### config.mk
export PLATFORM = sky130hd
export DESIGN_NAME = alu_op_sequencer
export DESIGN_NICKNAME = d
export VERILOG_FILES = /design/src/rtl/alu_op_sequencer.sv
export SDC_FILE = /design/constraint.sdc
export NUM_CORES = 1
export LEC_CHECK = 0
export ABC_AREA = 0
export CAP_MARGIN = 20
export CORE_AREA = 2 2 135 170
export DETAILED_ROUTE_END_ITERATION = 8
export DIE_AREA = 0 0 137 172
export PLACE_DENSITY = 0.66
export SYNTH_ARGS = -nofsm -noshare
export SYNTH_HDL_FRONTEND = slang
export SYNTH_SLANG_ARGS = --single-unit
### constraint.sdc
create_clock -name clk -period 3.4 [get_ports clk]
set_input_delay 0.85 -clock clk [delete_from_list [all_inputs] [get_ports clk]]
set_output_delay 0.85 -clock clk [all_outputs]
set_load 0.01 [all_outputs]
### src/rtl/alu_op_sequencer.sv
// -----------------------------------------------------------------------------
// alu_op_sequencer
//
// Issue side of the ALU datapath. A command (opcode + two operands) taken on
// the cmd_* valid/ready port is registered onto A/B/ALUCntl and held there
// while the external combinational ALU settles. After SETTLE_CYCLES cycles the
// ALU result and its N/Z flags are captured into a small result FIFO, which
// the consumer drains through the res_* valid/ready port.
//
// Parameters
//   SETTLE_CYCLES  cycles ALU inputs are held before sampling (1..15)
//   RES_DEPTH      result FIFO entries (power of two, >= 2)
//
// Ports
//   clk                 sole clock, rising edge
//   rst                 synchronous, active-high reset
//   cmd_valid/ready     command handshake; cmd_op/cmd_a/cmd_b are the payload
//   A, B, ALUCntl       registered operands and opcode driven to the ALU
//   ALUout, C, Z, N, V  ALU result and flags (C and V are ignored)
//   res_valid/ready     result handshake for the FIFO head
//   res_data            head result (0 when FIFO is empty)
//   res_flags           head flags {N,Z,C,V} with C,V forced to 0
//   res_err             head entry came from an illegal opcode
// -----------------------------------------------------------------------------
module alu_op_sequencer #(
  parameter int unsigned SETTLE_CYCLES = 1,
  parameter int unsigned RES_DEPTH     = 4
) (
  input  logic        clk,
  input  logic        rst,
  // command port
  input  logic        cmd_valid,
  output logic        cmd_ready,
  input  logic [3:0]  cmd_op,
  input  logic [31:0] cmd_a,
  input  logic [31:0] cmd_b,
  // ALU interface
  output logic [31:0] A,
  output logic [31:0] B,
  output logic [3:0]  ALUCntl,
  input  logic [31:0] ALUout,
  input  logic        C,
  input  logic        Z,
  input  logic        N,
  input  logic        V,
  // result port
  output logic        res_valid,
  input  logic        res_ready,
  output logic [31:0] res_data,
  output logic [3:0]  res_flags,
  output logic        res_err
);

  localparam int unsigned       PTR_W       = $clog2(RES_DEPTH);
  localparam int unsigned       CNT_W       = PTR_W + 1;
  localparam logic [CNT_W-1:0]  DEPTH_C     = CNT_W'(RES_DEPTH);
  localparam logic [3:0]        SETTLE_INIT = 4'(SETTLE_CYCLES - 1);

  typedef enum logic {
    S_IDLE,
    S_SETTLE
  } state_e;

  typedef struct packed {
    logic [31:0] data;
    logic [3:0]  flags;   // {N,Z,C,V}
    logic        err;
  } res_entry_t;

  // Opcodes the ALU implements; everything else is reported as an error entry
  // but still driven to the ALU with the same timing.
  function automatic logic is_legal(input logic [3:0] op);
    case (op)
      4'b0000, 4'b0001, 4'b0011, 4'b0010, 4'b0110,
      4'b1100, 4'b0111, 4'b1101, 4'b1010: return 1'b1;
      default:                             return 1'b0;
    endcase
  endfunction

  // ---------------------------------------------------------------------------
  // State
  // ---------------------------------------------------------------------------
  state_e             state_q,  state_d;
  logic [3:0]         cnt_q,    cnt_d;
  logic [31:0]        a_q,      a_d;
  logic [31:0]        b_q,      b_d;
  logic [3:0]         op_q,     op_d;
  logic [PTR_W-1:0]   wr_ptr_q, wr_ptr_d;
  logic [PTR_W-1:0]   rd_ptr_q, rd_ptr_d;
  logic [CNT_W-1:0]   count_q,  count_d;
  res_entry_t         mem_q [RES_DEPTH];

  logic               push;
  logic               pop;
  res_entry_t         push_entry;
  res_entry_t         head;

  // C and V are not trustworthy from this ALU and are never forwarded.
  logic               unused_cv;
  assign unused_cv = C ^ V;

  assign A       = a_q;
  assign B       = b_q;
  assign ALUCntl = op_q;

  // ---------------------------------------------------------------------------
  // Issue FSM
  // ---------------------------------------------------------------------------
  always_comb begin
    // NOTE: every signal gets a default before the case so no path leaves it
    // unassigned, which would otherwise infer a latch.
    state_d   = state_q;
    cnt_d     = cnt_q;
    a_d       = a_q;
    b_d       = b_q;
    op_d      = op_q;
    cmd_ready = 1'b0;
    push      = 1'b0;

    case (state_q)
      S_IDLE: begin
        // Only IDLE accepts, and only with a free slot, so the push at the end
        // of SETTLE can never overflow the FIFO.
        cmd_ready = !rst && (count_q < DEPTH_C);
        if (cmd_valid && cmd_ready) begin
          a_d     = cmd_a;
          b_d     = cmd_b;
          op_d    = cmd_op;
          cnt_d   = SETTLE_INIT;
          state_d = S_SETTLE;
        end
      end
      S_SETTLE: begin
        if (cnt_q != 4'd0) begin
          cnt_d = cnt_q - 4'd1;
        end else begin
          push    = 1'b1;
          state_d = S_IDLE;
        end
      end
      default: state_d = S_IDLE;
    endcase
  end

  always_comb begin
    if (is_legal(op_q)) begin
      push_entry = '{data: ALUout, flags: {N, Z, 2'b00}, err: 1'b0};
    end else begin
      push_entry = '{data: 32'h0, flags: 4'h0, err: 1'b1};
    end
  end

  // ---------------------------------------------------------------------------
  // Result FIFO bookkeeping
  // ---------------------------------------------------------------------------
  assign res_valid = (count_q != '0);
  assign pop       = res_valid && res_ready;

  always_comb begin
    wr_ptr_d = push ? wr_ptr_q + PTR_W'(1) : wr_ptr_q;
    rd_ptr_d = pop  ? rd_ptr_q + PTR_W'(1) : rd_ptr_q;
    case ({push, pop})
      2'b10:   count_d = count_q + CNT_W'(1);
      2'b01:   count_d = count_q - CNT_W'(1);
      default: count_d = count_q;
    endcase
  end

  always_ff @(posedge clk) begin
    // NOTE: sequential state uses non-blocking assignments so every flop
    // samples pre-edge values regardless of statement order.
    if (rst) begin
      state_q  <= S_IDLE;
      cnt_q    <= 4'd0;
      a_q      <= 32'h0;
      b_q      <= 32'h0;
      op_q     <= 4'h0;
      wr_ptr_q <= '0;
      rd_ptr_q <= '0;
      count_q  <= '0;
    end else begin
      state_q  <= state_d;
      cnt_q    <= cnt_d;
      a_q      <= a_d;
      b_q      <= b_d;
      op_q     <= op_d;
      wr_ptr_q <= wr_ptr_d;
      rd_ptr_q <= rd_ptr_d;
      count_q  <= count_d;
    end
  end

  // NOTE: the storage array is deliberately not reset; clearing the pointers
  // and count empties the FIFO, and res_* are masked while it is empty.
  always_ff @(posedge clk) begin
    if (push && !rst) begin
      mem_q[wr_ptr_q] <= push_entry;
    end
  end

  assign head      = mem_q[rd_ptr_q];
  assign res_data  = res_valid ? head.data  : 32'h0;
  assign res_flags = res_valid ? head.flags : 4'h0;
  assign res_err   = res_valid ? head.err   : 1'b0;

endmodule

==> run metrics <==
Slew @ Worst Pin=between 0.7 and 0.8 ns; status=complete, no violations; number of global-route vias before repair=between 5000 and 6000; Yosys reg bits=223; clock-pin slew on the worst setup and hold paths=0.06 ns; top cell type's share of synthesized area=48.4%; Sequential Area=5870 um^2; synth unique cells=40; hold path cells=2; WP data arrival=approximately 2.4 ns; cell with the most instances after synthesis=edfxtp_1; area of the multi-input gates=between 2000 and 3000 um^2; gp weighted congestion=between 0.7 and 0.8; Worst slew margin=48.1%; CTS sink cnt=223; die area=approximately 24000 um^2; Hold Crit Class=reg -> reg; # setup viols final=0; initial drt markers=238; number of synthesized flops with an enable pin=140; Core ar.=22000 um^2; Final Skew=between 0.01 and 0.015 ns; WP data required=about 2.6 ns; Die W=between 100 and 150 um; iteration count of the initial detailed-routing pass=6; layout cell share with drive strength beyond 1=11.0%; Gate Count Post-Synth=650; CP Class=reg -> out; post-DP HPWL=12.0 mm; Bufs on Longest Clock Path=3; CTS tree=built; final hold violations=0; CTS buffer count=23; Slowest cell on crit path=clkdlybuf4s50_1; first-pass GRT wire length=28.9 mm; diodes inserted=0; P_leak=roughly 4 nW; Skew-Pair Late Insertion Delay=0.49 ns; post-synth top area cell=edfxtp_1; DRC=0; number of vias per cell=4.84; Synth area leaders=edfxtp_1 (48%), dfxtp_1 (19%), mux4_2 (9.1%); crit-path max cell delay=0.51 ns; drt total wl=18.6 mm; Port Buffer Count=210; num rows=61; Fmax=310 MHz; Post-Synthesis Cell Area=8680 um^2; GR Util All Layers=15.7%; dpl cells=approximately 1100; register area share after synthesis=roughly two thirds; area growth from synthesis to layout=35.7%; power density over cell area=622 nW/um^2; starting density of the core=39.5%; filler instances=1887; asr flop ratio synth=0%; nets=about 980; top post-synthesis cells by count=edfxtp_1 (140), nand2_1 (136), dfxtp_1 (83); max-cap violations=0; pin count of the biggest net entering global routing=70; RSZ-0062 raised after global routing=false; fin crit period=3.23 ns; worst r2r path cells=6; Final period util=between 90% and 100%; Critical Path End Type=primary output; initial antenna violation count=2; Max VDD drop=between 0.4 and 0.5 mV; final global-route overflow total=0; Die Span Y=172 um; Synth Warn #=0; H-tree levels=1; Post-CTS Setup Bufs=0; startpoint types=flop; DR vias=5607; I/O Pins=between 200 and 250; setup_tns=0 ns; remaining antenna violation count after routing=0; Primary FF master, synth=edfxtp_1; Mean Syn Cell Area=roughly 13 um^2; root buffer cell=clkbuf_16; Final Max Slew Viols=0; Max FO, Critical Path=18; cells along the critical path=buf_12 -> mux4_2 -> nor2b_1 -> clkdlybuf4s50_1; DR WL/cell=~16 um; R2R setup slack=0.82 ns; Finished Layout Cells=1159
[placed cells by master, fill, tap and decap left out, types with 3 or more instances in the layout]
| cell type | synthesis | final |
|---|---|---|
| nand2_1 | 136 | 136 |
| dfxtp_1 | 83 | 81 |
| mux4_2 | 35 | 35 |
| edfxtp_1 | 140 | 140 |
| ha_1 | 6 | 6 |
| and2_2 | 0 | 4 |
| xor2_1 | 5 | 5 |
| clkdlybuf4s50_1 | 0 | 209 |
| or3_1 | 3 | 3 |
| nor2_1 | 12 | 12 |
| clkinvlp_4 | 0 | 3 |
| buf_12 | 0 | 4 |
| and2_1 | 38 | 34 |
| clkbuf_1 | 15 | 6 |
| nor2b_1 | 35 | 35 |
| o21ai_0 | 4 | 4 |
| clkinv_1 | 0 | 4 |
| a21oi_1 | 74 | 74 |
| clkbuf_16 | 0 | 23 |
| buf_4 | 2 | 12 |
| inv_1 | 12 | 12 |
[flip-flops by register name, indices dropped and copies added, names as in the netlist, named ones only]
signal	cells
A	32
wr_ptr_q	2
state_q	1
mem_q	140
cnt_q	4
count_q	3
rd_ptr_q	2
ALUCntl	4
B	32
[path summary, 6_finish.rpt]
| check | from | endpoint |
|---|---|---|
| setup / recovery | flop | res_data[8] |
| hold reg to reg | B[9] | B[9] |
| hold / removal | B[9] | B[9] |
| setup reg to reg | cnt_q[0] | mem_q[2][32] |
[final cells by class]
| cell class | count | share of cell area [%] |
|---|---|---|
| inverters | 12 | 0.382 |
| flip-flops and latches | 223 | 49.8 |
| repair buffers | 226 | 19.2 |
| multi-input cells | 374 | 21.8 |
| well taps | 283 | 3.00 |
| clock inverters | 12 | 0.648 |
| clock buffers | 29 | 5.07 |
[power breakdown]
group	switching [mW]	total [mW]	internal, mW
clock	1.00	2.26	1.26
sequential	0.107	3.16	3.05
combinational	0.860	1.92	1.06
total	1.97	7.34	5.36
[through the flow]
step	instance area, um^2	total power [mW]	utilization [%]	hold WS [ns]	setup WS [ns]
floorplan	8690	4.25	-	0.457	0.878
global placement	11100	5.15	50.5	0.441	0.567
detailed placement	11100	5.17	50.5	0.446	0.551
CTS	11800	7.46	53.6	0.454	0.0119
global route	11800	7.72	53.6	0.474	0.0403
finish	11800	7.34	53.6	0.451	0.171
[per-layer routing]
metal / routed length (um) / track usage (%) / part of all wire, %
met1: 7250 / 19.0 / 39
met2: 9170 / 26.6 / 49
met3: 1810 / 5.57 / 9.7
met4: 396 / 4.39 / 2.1
met5: 18 / 0 / 0.097
[worst max-delay path, delay by kind of cell, from the launching register on]
family        cells  cell delay (ns)
simple gates      1             0.16
buf+inv           2             0.74
mux               1             0.50
flops             1             0.46
[what timing repair did]
item,4_1_cts,5_1_grt
hold buffers,0,0
gates resized for setup,0,1
endpoints found under the setup margin,0,18
endpoints found under the hold margin,0,0
[cells by family after synthesis]
kind of cell / Yosys count / synth area share [%]
XOR/XNOR: 6 / 0.605
buffers and inverters: 54 / 3.05
flip-flops: 223 / 67.6
AND/OR/NAND/NOR: 237 / 13.1
adder cells (fa/ha/maj): 7 / 1.10
other: 1 / 0.0432
AO/OA/AOI/OAI: 86 / 5.36
multiplexers: 36 / 9.19
Power figures use the tool's default switching activity.
